`src/rtl/sap1_control_sequencer.sv`:
```
`default_nettype none
// ============================================================================
//  Module      : sap1_control_sequencer
//  Description : SAP-1e control unit. Walks a T-state counter through fetch
//                and execute micro-steps and decodes the opcode into the
//                load-enable / bus-drive strobes of the datapath registers.
//  Revision    : 1.0 - initial release
// ============================================================================
module sap1_control_sequencer #(
    parameter bit HALT_ON_UNDEFINED = 1'b0
) (
    input  logic       clock,
    input  logic       reset,
    input  logic       run,
    input  logic [3:0] opcode,
    input  logic       carry_flag,
    input  logic       zero_flag,
    output logic       pc_inc,
    output logic       pc_out,
    output logic       pc_in,
    output logic       mar_in,
    output logic       ram_out,
    output logic       ram_in,
    output logic       ir_in,
    output logic       ir_out,
    output logic       a_in,
    output logic       a_out,
    output logic       b_in,
    output logic       alu_out,
    output logic       alu_sub,
    output logic       flags_in,
    output logic       out_in,
    output logic [2:0] step,
    output logic       instr_done,
    output logic       halted
);

    localparam logic [2:0] c_T0 = 3'd0;
    localparam logic [2:0] c_T1 = 3'd1;
    localparam logic [2:0] c_T2 = 3'd2;
    localparam logic [2:0] c_T3 = 3'd3;
    localparam logic [2:0] c_T4 = 3'd4;

    localparam logic [3:0] c_OP_LDA = 4'b0000;
    localparam logic [3:0] c_OP_ADD = 4'b0001;
    localparam logic [3:0] c_OP_SUB = 4'b0010;
    localparam logic [3:0] c_OP_STA = 4'b0100;
    localparam logic [3:0] c_OP_LDI = 4'b0101;
    localparam logic [3:0] c_OP_JMP = 4'b0110;
    localparam logic [3:0] c_OP_JC  = 4'b0111;
    localparam logic [3:0] c_OP_JZ  = 4'b1000;
    localparam logic [3:0] c_OP_OUT = 4'b1110;
    localparam logic [3:0] c_OP_HLT = 4'b1111;

    logic [2:0]  r_step;
    logic        r_halted;

    logic        w_active;
    logic        w_undef;
    logic        w_is_hlt;
    logic        w_last;
    logic [14:0] w_strb;

    // Strobe vector bit positions, fetch/execute decode fills these in.
    localparam int c_PC_INC = 14, c_PC_OUT = 13, c_PC_IN = 12, c_MAR_IN = 11;
    localparam int c_RAM_OUT = 10, c_RAM_IN = 9, c_IR_IN = 8, c_IR_OUT = 7;
    localparam int c_A_IN = 6, c_A_OUT = 5, c_B_IN = 4, c_ALU_OUT = 3;
    localparam int c_ALU_SUB = 2, c_FLAGS_IN = 1, c_OUT_IN = 0;

    // Strobes only escape when the sequencer is actually stepping.
    assign w_active = run & ~r_halted & ~reset;

    // Classify the opcode: undefined codes may optionally halt like HLT.
    always_comb begin
        case (opcode)
            c_OP_LDA, c_OP_ADD, c_OP_SUB, c_OP_STA, c_OP_LDI,
            c_OP_JMP, c_OP_JC, c_OP_JZ, c_OP_OUT, c_OP_HLT: w_undef = 1'b0;
            default:                                         w_undef = 1'b1;
        endcase
        w_is_hlt = (opcode == c_OP_HLT) | (w_undef & HALT_ON_UNDEFINED);
    end

    // Micro-step decode of {step, opcode, flags}; opcode ignored in T0/T1.
    always_comb begin
        w_strb = '0;
        w_last = 1'b0;
        case (r_step)
            c_T0: begin
                w_strb[c_PC_OUT] = 1'b1;
                w_strb[c_MAR_IN] = 1'b1;
            end
            c_T1: begin
                w_strb[c_RAM_OUT] = 1'b1;
                w_strb[c_IR_IN]   = 1'b1;
                w_strb[c_PC_INC]  = 1'b1;
            end
            c_T2: begin
                case (opcode)
                    c_OP_LDA, c_OP_ADD, c_OP_SUB, c_OP_STA: begin
                        w_strb[c_IR_OUT] = 1'b1;
                        w_strb[c_MAR_IN] = 1'b1;
                    end
                    c_OP_LDI: begin
                        w_strb[c_IR_OUT] = 1'b1;
                        w_strb[c_A_IN]   = 1'b1;
                        w_last           = 1'b1;
                    end
                    c_OP_JMP: begin
                        w_strb[c_IR_OUT] = 1'b1;
                        w_strb[c_PC_IN]  = 1'b1;
                        w_last           = 1'b1;
                    end
                    c_OP_JC: begin
                        w_strb[c_IR_OUT] = carry_flag;
                        w_strb[c_PC_IN]  = carry_flag;
                        w_last           = 1'b1;
                    end
                    c_OP_JZ: begin
                        w_strb[c_IR_OUT] = zero_flag;
                        w_strb[c_PC_IN]  = zero_flag;
                        w_last           = 1'b1;
                    end
                    c_OP_OUT: begin
                        w_strb[c_A_OUT]  = 1'b1;
                        w_strb[c_OUT_IN] = 1'b1;
                        w_last           = 1'b1;
                    end
                    // HLT and undefined codes: silent last step
                    default: w_last = 1'b1;
                endcase
            end
            c_T3: begin
                case (opcode)
                    c_OP_LDA: begin
                        w_strb[c_RAM_OUT] = 1'b1;
                        w_strb[c_A_IN]    = 1'b1;
                        w_last            = 1'b1;
                    end
                    c_OP_ADD, c_OP_SUB: begin
                        w_strb[c_RAM_OUT] = 1'b1;
                        w_strb[c_B_IN]    = 1'b1;
                    end
                    c_OP_STA: begin
                        w_strb[c_A_OUT]  = 1'b1;
                        w_strb[c_RAM_IN] = 1'b1;
                        w_last           = 1'b1;
                    end
                    // IR cannot change mid-instruction; recover to T0 anyway
                    default: w_last = 1'b1;
                endcase
            end
            c_T4: begin
                if (opcode == c_OP_ADD || opcode == c_OP_SUB) begin
                    w_strb[c_ALU_OUT]  = 1'b1;
                    w_strb[c_A_IN]     = 1'b1;
                    w_strb[c_FLAGS_IN] = 1'b1;
                    w_strb[c_ALU_SUB]  = (opcode == c_OP_SUB);
                end
                w_last = 1'b1;
            end
            default: w_last = 1'b0;
        endcase
    end

    // T-state counter and halt latch.
    always_ff @(posedge clock) begin
        if (reset) begin
            r_step   <= c_T0;
            r_halted <= 1'b0;
        end else if (r_step > c_T4) begin
            r_step <= c_T0;
        end else if (r_halted) begin
            r_step <= c_T0;
        end else if (run) begin
            if (w_last) begin
                r_step   <= c_T0;
                r_halted <= (r_step == c_T2) & w_is_hlt;
            end else begin
                r_step <= r_step + 3'd1;
            end
        end
    end

    assign {pc_inc, pc_out, pc_in, mar_in, ram_out, ram_in, ir_in, ir_out,
            a_in, a_out, b_in, alu_out, alu_sub, flags_in, out_in}
           = w_active ? w_strb : 15'd0;
    assign instr_done = w_active & w_last;
    assign halted     = r_halted & ~reset;
    assign step       = r_step;

endmodule
`default_nettype wire

```
`config.mk`:
```
export PLATFORM = sky130hd
export DESIGN_NAME = sap1_control_sequencer
export DESIGN_NICKNAME = d
export VERILOG_FILES = /design/src/rtl/sap1_control_sequencer.sv
export SDC_FILE = /design/constraint.sdc
export NUM_CORES = 1
export LEC_CHECK = 0
export BUFFER_PORTS_ARGS = -buffer_cell sky130_fd_sc_hd__buf_2
export CORE_MARGIN = 2
export CORE_UTILIZATION = 45
export DETAILED_ROUTE_END_ITERATION = 8
export GPL_ROUTABILITY_DRIVEN = 1
export PLACE_DENSITY = 0.85
export SLEW_MARGIN = 20
export SYNTH_ARGS = -nofsm -noshare
export SYNTH_HDL_FRONTEND = slang
export SYNTH_SLANG_ARGS = --single-unit
```
`constraint.sdc`:
```
create_clock -name clock -period 2.5 [get_ports clock]
set_input_delay 0.375 -clock clock [delete_from_list [all_inputs] [get_ports clock]]
set_output_delay 0.375 -clock clock [all_outputs]
set_load 0.03 [all_outputs]
```
==> impl_metrics.tcl, run 1 <==
set metrics [dict create \
    status "complete, no violations" \
    path_class "reg -> out" \
    seqCellArea_um2 80.08 \
    setup_violations 0 \
    hold_violations 0 \
    synthMuxAreaShare_pct 3.279 \
    antenna_found_initial 0 \
    drc 0 \
    final_antenna_net_count 0 \
    slew_headroom_pct 74.32 \
    ys_warn_count 0 \
    initial_core_util_pct 47.52 \
    drt-total-wl_mm 1.545 \
    cts_tree "yes" \
    synthXorXnorAreaFrac_pct 2.869 \
    htreeDepth 1 \
    grt_pass1_vias 588 \
    fin_skew_ns 0.001475 \
    yosys.area_share.simple_pct 36.89 \
    grt_max_degree 13 \
    arrival_ns 1.92 \
    slowest_delay_ns 0.35 \
    yosysUniqueCellTypes 39 \
    clock_latency_ns 0.23 \
    finalNonFillerCells 128 \
    die-area_um2 1668 \
    drv_cap 0 \
    p_leak_nw 0.3894 \
    numCtsBuffers 3 \
    dpl.hpwl_mm 1.258 \
    vias 720 \
    diodes 0 \
    crit_required_ns 2.12 \
    num_rows 13 \
    fin_crit_sh_pct 91.73 \
    drive_gt1_share_pct 31.86 \
    power.density_nw_per_um2 379.4 \
    wl_per_cell_um 12.07 \
    final_core_util_pct 59.01 \
    firstDrtPassIters 4 \
    cts_buffer_depth 2 \
    clk_pin_slew_ns 0.04 \
    ys_seq_area_share_pct 13.11 \
    ys_seq_elements 4 \
    grt_pass1_wl_mm 2.394 \
    rsz0062_at_grt "false" \
    multi_input_area_um2 470.5 \
    worst_slew_pin_slew_ns 0.3755 \
    synth-edff-count 0 \
    synth-compound-area-share_pct 23.16 \
    clockRootBuffer "clkbuf_4" \
    syn_area_um2 610.6 \
    worstSetupEndpointType "primary output" \
    fp.dieH_um 40.84 \
    cp_max_fo 6 \
    via_per_inst 5.625 \
    cts_hold_buffers 0 \
    layout_common_cells "buf_2 (28), nor2_1 (13), nand2_1 (8)" \
    finish.net_count 129 \
    slew_viol_final 0 \
    cp_cell_sequence "ha_1 > ha_1 > mux2i_1 > mux2i_1 > o21a_1 > o21ba_2 > buf_2" \
    critPathLaunchType "register" \
    grt_usage_pct 21.41 \
    dpl.cell_count 125 \
    coreArea_um2 1285 \
    fmax_mhz 436.1 \
    area_delta_synth_final_pct 24.18 \
    crit_path_top_delay_cell "dfxtp_1" \
    synth_cells 89 \
    rrSetupSlack_ns 0.61 \
    hold_class "in -> reg" \
    layout_commonest_cell "buf_2" \
    port_buffers 28 \
    ir_worst_vdd_mv 0.2650 \
    n_fill_cell 137 \
    grt-ovfl-total 0 \
    synth_top_family_by_area "simple AND/OR/NAND/NOR gates" \
    synthArstFlopShare_pct 0 \
    cts_setup_buffers 0 \
    pin_count 29 \
    ys.flop_type "dfxtp_1" \
    fin_crit_ns 2.293 \
    cts.sinks 4 \
    fp.dieW_um 40.84 \
    synthesis.nets 103 \
    gp_congestion 0.8631 \
    drt_first_iter_violations 11 \
    syn_avg_cell_area_um2 6.861 \
    finalSetupTns_ns 0 \
    synthAdderAreaFrac_pct 10.25 \
]
power by group:
part	switching [mW]	total [mW]	leakage [nW]	internal [mW]
Combinational	0.0877	0.135	0.343	0.0475
Clock	0.0221	0.0756	0.0138	0.0534
Sequential	0.00726	0.0769	0.0326	0.0697
Total	0.117	0.288	0.389	0.171
final timing paths:
check | endpoint | cells after the start | from
hold / removal | r_halted | 2 | reset
hold reg to reg | step[0] | 1 | r_halted
setup / recovery | instr_done | 7 | step[0]
setup reg to reg | step[0] | 6 | step[0]
layout make-up:
cell class,instances,share of cell area (%)
timing repair buffer,29,19.47
sequential,4,10.56
multi-input combinational,72,62.05
inverter,5,2.475
tap,15,2.475
clock buffer,3,2.970
worst max-delay path: cells and delay by family (launching register included):
kind / cells / cell delay (ns)
AO/OA/AOI/OAI: 2 / 0.43
adder cells (fa/ha/maj): 2 / 0.52
buffers and inverters: 1 / 0.17
flip-flops: 1 / 0.35
multiplexers: 2 / 0.23
logic make-up after synthesis:
family          count (synthesis)
flops                           4
mux                             2
fa+ha+maj                       5
simple gates                   43
buf+inv                        13
compound gates                 20
xor+xnor                        2
layer usage:
layer  part of all wire [%]  GRT usage [%]
met4                    1.1          10.83
met3                    4.5          2.174
met5                      0              0
met1                     42          24.35
met2                     52          38.67
cell usage after synthesis (2+ instances only):
cell	count	area share [%]
nor2_1	13	8.0
nand2_1	8	4.9
a21oi_1	5	4.1
ha_1	5	10
inv_1	5	3.1
and3_1	4	4.1
dfxtp_1	4	13
and2_1	3	3.1
nor3_1	3	2.5
o21ai_0	3	2.5
a2111oi_0	2	2.9
buf_2	2	1.6
buf_4	2	2.5
mux2i_1	2	3.3
nand3_1	2	1.6
nor2b_1	2	2.0
o21a_1	2	2.5
sequential cells by signal (all words and copies together) (netlist names):
signal	count
step	3
r_halted	1
timing repair:
item,in CTS,in global routing
endpoints found under the hold margin,0,0
setup endpoints to repair,0,2
gates resized for setup,0,2
stage by stage:
| stage | total power [mW] | instance area [um2] | setup WS, ns | hold WS, ns |
|---|---|---|---|---|
| after floorplan | 0.1760 | 610.6 | 0.07244 | 0.4474 |
| after global placement | 0.2066 | 732.0 | 0.3684 | 0.4930 |
| after detailed placement | 0.2112 | 732.0 | 0.3912 | 0.5003 |
| after CTS | 0.2908 | 754.5 | 0.1893 | 0.3534 |
| after global routing | 0.3098 | 758.2 | 0.04291 | 0.3674 |
| final | 0.2877 | 758.2 | 0.2068 | 0.3595 |
Power figures use the tool's default switching activity.
==> run 2, diff against run 1 <==
--- a/config.mk
+++ b/config.mk
@@ -7,11 +7,12 @@
 export LEC_CHECK = 0
 export BUFFER_PORTS_ARGS = -buffer_cell sky130_fd_sc_hd__buf_2
 export CORE_MARGIN = 2
-export CORE_UTILIZATION = 45
+export CORE_UTILIZATION = 34
 export DETAILED_ROUTE_END_ITERATION = 8
 export GPL_ROUTABILITY_DRIVEN = 1
-export PLACE_DENSITY = 0.85
+export PLACE_DENSITY = 0.69
 export SLEW_MARGIN = 20
 export SYNTH_ARGS = -nofsm -noshare
 export SYNTH_HDL_FRONTEND = slang
 export SYNTH_SLANG_ARGS = --single-unit
+export TNS_END_PERCENT = 20
==> run 2 against run 1 <==
Combinational power decreased by 3%. Sequential cell count unchanged. Critical path type unchanged. Non-clock buffer count is the same. Wire length shrank 0.91%. Global-route usage shrank 6.1 points. Largest cell class unchanged. Clock power is 4.2% higher. Core utilization shrank 14 points. Clock skew barely moved. Total power decreased by 0.21%.
==> impl_metrics.tcl, run 2 (synthesis gave the netlist of run 1 again) <==
set metrics [dict create \
    drc 0 \
    slew_viol_final 0 \
    cp_cell_sequence "ha_1 > ha_1 > mux2i_1 > mux2i_1 > o21a_1 > o21ba_2 > buf_2" \
    layout_commonest_cell "buf_2" \
    postLayoutCellArea_um2 768.2 \
    hold_class "in -> reg" \
    cts_buffer_depth 2 \
    wl_met3_um 67 \
    layout_common_cells "buf_2 (28), nor2_1 (13), nand2_1 (8)" \
    drt-total-wl_mm 1.531 \
    whs_endpoint "r_halted" \
    area_delta_synth_final_pct 25.82 \
    fmax_mhz 436.3 \
    fin_crit_sh_pct 91.69 \
    slew_headroom_pct 72.03 \
    numCtsBuffers 3 \
    r2r_cells 6 \
    drive_gt1_share_pct 30.97 \
    setup_violations 0 \
    setup_slack_ns 0.2078 \
    drt-met1-wl_um 671 \
    hold_violations 0 \
    rrSetupSlack_ns 0.59 \
    fp.dieH_um 46.38 \
    min-delay-start "reset" \
    power.density_nw_per_um2 373.7 \
    grt-ovfl-total 0 \
    cp_max_fo 6 \
    crit_required_ns 2.12 \
    cts_setup_buffers 0 \
    initial_core_util_pct 35.75 \
    arrival_ns 1.92 \
    fin_skew_ns 0.001216 \
    gp_congestion 0.8468 \
    firstDrtPassIters 4 \
    grt_max_degree 13 \
    dpl.hpwl_mm 1.268 \
    drv_cap 0 \
    grt_usage_pct 15.30 \
    cts_hold_buffers 0 \
    drt_first_iter_violations 15 \
    wl_per_cell_um 11.09 \
    vias 710 \
    finish.net_count 129 \
    finalSetupTns_ns 0 \
    clockRootBuffer "clkbuf_4" \
    dp_slack_ns 0.3510 \
    critPathLaunchType "register" \
    multi_input_area_um2 467.9 \
    timing.rr.start "step[0]" \
    final_antenna_net_count 0 \
    fp.dieW_um 46.38 \
    fin_crit_ns 2.292 \
    n_fill_cell 197 \
    highest_layer "met3" \
    grt_pass1_vias 579 \
    final_core_util_pct 44.98 \
    slowest_delay_ns 0.36 \
    diodes 0 \
    clock_latency_ns 0.23 \
    pin_count 29 \
    r2r_end "step[0]" \
    antenna_found_initial 0 \
    grt_pass1_wl_mm 2.408 \
    place_area_um2 744.5 \
    port_buffers 28 \
    status "complete, no violations" \
    largest_reg_flops 3 \
    p_leak_nw 0.3910 \
    rsz0062_at_grt "false" \
    worstSetupEndpointType "primary output" \
    worst_slew_pin_slew_ns 0.4089 \
    via_per_inst 5.145 \
    wl_met2_um 792 \
    ir_worst_vdd_mv 0.2426 \
    hold_slack_ns 0.3550 \
    cts.sinks 4 \
    coreArea_um2 1708 \
    seqCellArea_um2 80.08 \
    htreeDepth 1 \
    die-area_um2 2151 \
    cts_resized 0 \
    crit_path_top_delay_cell "dfxtp_1" \
    clk_pin_slew_ns 0.04 \
    hold_depth 2 \
    cts_tree "yes" \
    num_rows 15 \
    path_class "reg -> out" \
]
[run 2: cell counts in the layout (fill, tap and decap cells not counted)]
No cell type changed its count.
[run 2: worst max path at each step]
stage            endpoint  slack, ns    start
2_1_floorplan     alu_sub       0.07    reset
3_3_place_gp        a_out       0.37      run
3_5_place_dp      alu_sub       0.35      run
4_1_cts           ram_out       0.19  step[0]
5_1_grt           ram_out       0.02  step[0]
6_report       instr_done       0.21  step[0]
[run 2: layout make-up]
class / count / area share, %
clock buffer: 3 / 2.932
inverter: 5 / 2.443
multi-input combinational: 72 / 60.91
sequential: 4 / 10.42
tap: 25 / 4.072
timing repair buffer: 29 / 19.22
[run 2: report_power, final]
group / switching, mW / internal [mW]
registers: 0.00756 / 0.0697
logic: 0.0852 / 0.0459
clock network: 0.0252 / 0.0536
total: 0.118 / 0.169
[run 2: routing by layer]
metal	GRT usage [%]	up-vias
li1	-	366
met1	18.14	325
met2	27.50	19
met3	2.353	0
met4	5.143	0
met5	0	-
[run 2: metrics by stage]
| step | power, mW | instances |
|---|---|---|
| 2_1_floorplan | 0.1760 | 89 |
| 3_3_place_gp | 0.2075 | 135 |
| 3_5_place_dp | 0.2084 | 135 |
| 4_1_cts | 0.2941 | 138 |
| 5_1_grt | 0.3127 | 138 |
| 6_report | 0.2871 | 138 |
[run 2: critical path, delay by kind of cell, from the launching register on]
family,cells,cell delay [ns]
fa+ha+maj,2,0.50
compound gates,2,0.42
flops,1,0.36
mux,2,0.23
buf+inv,1,0.17
